### src/rtl/seg7_scan_decoder.sv
// Reads back a scanned 7-segment display bus and reconstructs the committed BCD digit per position.
// Optional macro SEG7_HEX_EN also decodes the A..F glyphs as hex numerals.
module seg7_scan_decoder #(
  parameter int DIGITS     = 8,
  parameter int STABLE_CNT = 3
) (
  input  logic                  clk,
  input  logic                  rst,
  input  logic [DIGITS-1:0]     iAn,
  input  logic [6:0]            iSeg,
  output logic [4*DIGITS-1:0]   oDigits,
  output logic [DIGITS-1:0]     oValid,
  output logic [DIGITS-1:0]     oErr,
  output logic                  oUpdate
);

  localparam int IDX_W = (DIGITS > 1) ? $clog2(DIGITS) : 1;
  localparam logic [3:0] STABLE = 4'(STABLE_CNT);

  logic [DIGITS-1:0]   anReg;
  logic [6:0]          segReg;
  logic [6:0]          lastPat [DIGITS];
  logic [3:0]          cnt     [DIGITS];

  logic [3:0]          lowCnt;
  logic [IDX_W-1:0]    selIdx;
  logic                sampleOk;
  logic [3:0]          cntNext;
  logic                commit;
  logic [5:0]          decoded;
  logic [4*DIGITS-1:0] digitsNext;
  logic [DIGITS-1:0]   validNext;
  logic [DIGITS-1:0]   errNext;
  logic                changed;

  // Result is {valid, err, nibble}; anything unrecognised flags an error and leaves the nibble alone.
  function automatic logic [5:0] decodeSeg(input logic [6:0] pat);
    logic [5:0] res;
    res = 6'b01_0000;
    case (pat)
      7'b1000000: res = 6'b10_0000;
      7'b1111001: res = 6'b10_0001;
      7'b0100100: res = 6'b10_0010;
      7'b0110000: res = 6'b10_0011;
      7'b0011001: res = 6'b10_0100;
      7'b0010010: res = 6'b10_0101;
      7'b0000010: res = 6'b10_0110;
      7'b1111000: res = 6'b10_0111;
      7'b0000000: res = 6'b10_1000;
      7'b0010000: res = 6'b10_1001;
`ifdef SEG7_HEX_EN
      7'b0001000: res = 6'b10_1010;
      7'b0000011: res = 6'b10_1011;
      7'b1000110: res = 6'b10_1100;
      7'b0100001: res = 6'b10_1101;
      7'b0000110: res = 6'b10_1110;
      7'b0001110: res = 6'b10_1111;
`endif
      7'b1111111: res = 6'b00_0000;
      default:    res = 6'b01_0000;
    endcase
    return res;
  endfunction

  // A sample only counts when exactly one digit select is low.
  always_comb begin
    lowCnt = 4'd0;
    selIdx = '0;
    for (int i = 0; i < DIGITS; i++) begin
      if (!anReg[i]) begin
        lowCnt = lowCnt + 4'd1;
        selIdx = IDX_W'(i);
      end
    end
    sampleOk = (lowCnt == 4'd1);
  end

  always_comb begin
    cntNext    = 4'd1;
    commit     = 1'b0;
    decoded    = decodeSeg(segReg);
    digitsNext = oDigits;
    validNext  = oValid;
    errNext    = oErr;
    if (sampleOk) begin
      if (segReg == lastPat[selIdx]) begin
        cntNext = (cnt[selIdx] < STABLE) ? cnt[selIdx] + 4'd1 : cnt[selIdx];
      end
      commit = (cntNext == STABLE);
    end
    if (commit) begin
      validNext[selIdx] = decoded[5];
      errNext[selIdx]   = decoded[4];
      if (decoded[5]) begin
        digitsNext[int'(selIdx)*4 +: 4] = decoded[3:0];
      end
    end
    changed = (digitsNext != oDigits) || (validNext != oValid) || (errNext != oErr);
  end

  // Commit lands on the same edge that brings the counter to the threshold.
  always_ff @(posedge clk) begin
    if (rst) begin
      anReg   <= '1;
      segReg  <= 7'h7F;
      oDigits <= '0;
      oValid  <= '0;
      oErr    <= '0;
      oUpdate <= 1'b0;
      for (int i = 0; i < DIGITS; i++) begin
        lastPat[i] <= 7'h7F;
        cnt[i]     <= 4'd0;
      end
    end else begin
      anReg   <= iAn;
      segReg  <= iSeg;
      oDigits <= digitsNext;
      oValid  <= validNext;
      oErr    <= errNext;
      oUpdate <= changed;
      if (sampleOk) begin
        lastPat[selIdx] <= segReg;
        cnt[selIdx]     <= cntNext;
      end
    end
  end

endmodule
### config.mk
export PLATFORM = sky130hd
export DESIGN_NAME = seg7_scan_decoder
export DESIGN_NICKNAME = d
export VERILOG_FILES = /design/src/rtl/seg7_scan_decoder.sv
export SDC_FILE = /design/constraint.sdc
export NUM_CORES = 1
export LEC_CHECK = 0
export CAP_MARGIN = 20
export CORE_MARGIN = 1
export CORE_UTILIZATION = 35
export DETAILED_ROUTE_END_ITERATION = 8
export PLACE_DENSITY = 0.58
export SYNTH_ARGS = -nofsm -noshare
export SYNTH_HDL_FRONTEND = slang
export SYNTH_SLANG_ARGS = --single-unit
### constraint.sdc
create_clock -name clk -period 16.3 [get_ports clk]
set_input_delay 2.445 -clock clk [delete_from_list [all_inputs] [get_ports clk]]
set_output_delay 2.445 -clock clk [all_outputs]
set_load 0.005 [all_outputs]
==> results.json <==
{
  "synth_top_cell_by_area": "edfxtp_1",
  "start_kind": "register",
  "coreArea_sq_um": 24600,
  "nets": 954,
  "antenna_found_initial": 0,
  "top_usage_layer": "met2",
  "clk_pin_slew_ns": 0.07,
  "dr.pass1.iters": 5,
  "hold_viol": 0,
  "overflow": 0,
  "drv_slew": 0,
  "met2_usage": 0.3064,
  "clock.fmax_mhz": 138.9,
  "r2r_cells": 27,
  "drc": 0,
  "ant_nets": 0,
  "maxCapViolations": 0,
  "yosys.area_share.adder": 0.01832,
  "grt_first_pass_wirelength_mm": 40.22,
  "ys_seq_area_frac": 0.4420,
  "cts.path.max_buffers": 2,
  "dr.first_iter.drc_count": 824,
  "hp-class": "reg2reg",
  "cpPeakStageDelay_ns": 0.84,
  "synth_xor_area_frac": 0.03073,
  "synth_top_family_by_area": "simple AND/OR/NAND/NOR gates",
  "critPathKind": "reg2reg",
  "cts_hold_buffers": 0,
  "cts_tree": "done",
  "fp.dieH_um": 161.3,
  "wl_mm": 26.17,
  "num_rows": 57,
  "synthFlopType": "edfxtp_1",
  "dieArea_sq_um": 26000,
  "irDropWorstVdd_v": 0.00005424,
  "cts_resized": 0,
  "yosysWarnings": 0,
  "fin_setup_tns_ns": 0,
  "leakage_uw": 0.003499,
  "synth_edf_count": 88,
  "min_from": "oDigits[26]",
  "syn_to_final_growth_pct": 14.74,
  "io_buffers": 65,
  "grt_max_degree": 58,
  "r2r_start": "anReg[1]",
  "pin_count": 66,
  "avgSynthCellArea_sq_um": 9.755,
  "fin_crit_sh": 0.4416,
  "track_usage": 0.2033,
  "rsz0062_at_grt": "no",
  "setup_viol": 0,
  "dp.final_hpwl_mm": 18.00,
  "syn_inst": 910,
  "max_slew.worst_pin.slew_ns": 1.115,
  "htreeDepth": 4,
  "critPathMostFrequentCell": "ha_1",
  "cts_inserted_buffers": 17,
  "skew_ns": 0.008975,
  "avgRoutedWirePerCell_um": 20.76,
  "num_antenna_cells": 0,
  "synth_nets": 940,
  "critPathRequiredTime_ns": 16.37,
  "startpoint": "anReg[1]",
  "gp_congestion": 0.8533,
  "p_per_area_nw_per_um2": 95.79,
  "die_w_um": 161.3,
  "clock-root-buffer": "clkbuf_16",
  "worstPathMaxFanout": 20,
  "cp-end-kind": "register",
  "fin_ws_ns": 9.103,
  "cts_sinks": 152,
  "ys_types": 87,
  "status": "completed",
  "path_buf_inv": 3,
  "clock_latency_ns": 0.43,
  "cp_slowest_cell": "nor2_1",
  "cp.arrival_ns": 7.26,
  "dr_total_vias": 7267,
  "dp_slack_ns": 9.209,
  "crit_cells": 27,
  "post_cts_buffers": 0,
  "critPathTopFamily": "simple AND/OR/NAND/NOR gates",
  "synth_top_area_share": 0.2977,
  "fin_crit_ns": 7.197,
  "synthTopCellsByArea": "edfxtp_1 30%, dfxtp_1 14%, mux2i_1 5.1%",
  "ys_seq_elements": 152,
  "start_util": 0.3608,
  "via_per_inst": 5.763,
  "hold_depth": 2,
  "synth_compound_area_frac": 0.1411,
  "async_flop_share": 0,
  "grt_pass1_vias": 6603,
  "slew_headroom": 0.2551,
  "layout-drive-gt1-share": 0.1142,
  "yosys.area_share.simple": 0.2524,
  "muxShareOfSynthArea": 0.06173,
  "synth_area_sq_um": 8877,
  "grtUsageMet3": 0.03364,
  "grt_util_met1": 0.3003
}
## registers in the layout (all words and copies together), names as in the netlist
register,count
anReg,8
oDigits,32
oValid,8
oUpdate,1
cnt,32
oErr,8
lastPat,56
segReg,7
## worst min-delay path: stages (launching register included)
cell,delay (ns)
dfxtp_1,0.32
nand2b_1,0.06
mux2i_1,0.06
## cell usage after synthesis, types with 17 or more instances
cell / number
a21oi_1: 32
clkbuf_1: 53
dfxtp_1: 64
edfxtp_1: 88
inv_1: 17
mux2i_1: 45
nand2_1: 45
nand2b_1: 56
nand3_1: 27
nor2_1: 71
nor3_1: 27
o21ai_0: 25
or2_2: 34
or3_1: 65
## layout make-up
type / count / area, sq um
fillers: 2416 / 14420
repair buffers: 75 / 720.7
multi-input cells: 659 / 4477
clock buffers: 19 / 432.9
flip-flops and latches: 152 / 3925
well taps: 324 / 405.4
inverters: 19 / 71.32
clock inverters: 13 / 153.9
## cell usage in the layout, fill, tap and decap left out, types with 14 or more instances in the layout
| cell type | instances |
|---|---|
| inv_1 | 17 |
| dfxtp_1 | 63 |
| nand3_1 | 27 |
| or3_1 | 65 |
| clkbuf_16 | 17 |
| nand2b_1 | 56 |
| a21oi_1 | 32 |
| edfxtp_1 | 88 |
| nand2_1 | 45 |
| nor3_1 | 27 |
| nor2_1 | 71 |
| xnor2_1 | 15 |
| or2_2 | 34 |
| clkdlybuf4s50_1 | 64 |
| o21ai_0 | 25 |
| mux2i_1 | 45 |
| nor2b_1 | 15 |
| a31oi_1 | 14 |
## through the flow
stage	util	hold WS (ns)	instance area [sq um]	instances	total power [uW]
finish	0.4140	0.4921	10190	1261	975.7
floorplan	-	0.4777	8877	910	537.7
CTS	0.4140	0.4981	10190	1261	975.9
detailed placement	0.3901	0.4919	9599	1229	575.7
global placement	0.3901	0.4841	9599	1229	575.3
global route	0.4140	0.5309	10190	1261	1007
## metal layers
metal | share of wire | vias up
met3 | 0.080 | 29
met2 | 0.44 | 329
met5 | 0 | -
met4 | 0.014 | 0
li1 | - | 3380
met1 | 0.47 | 3529
## logic make-up after synthesis
group                    count (synthesis)
AO/OA/AOI/OAI                          174
XOR/XNOR                                26
adder cells (fa/ha/maj)                 13
buffers and inverters                   99
flip-flops                             152
multiplexers                            52
AND/OR/NAND/NOR                        394
## path summary, 6_finish.rpt
| path | end | slack [ns] |
|---|---|---|
| min reg2reg | oDigits[26] | 0.49 |
| max | cnt[4][0] | 9.10 |
| max reg2reg | cnt[4][0] | 9.10 |
| min | oDigits[26] | 0.49 |
## power by group
| group | switching, uW | internal, uW |
|---|---|---|
| Clock | 166 | 240 |
| Combinational | 93.3 | 48.4 |
| Sequential | 11.7 | 417 |
(Power assumes the default switching activity.)
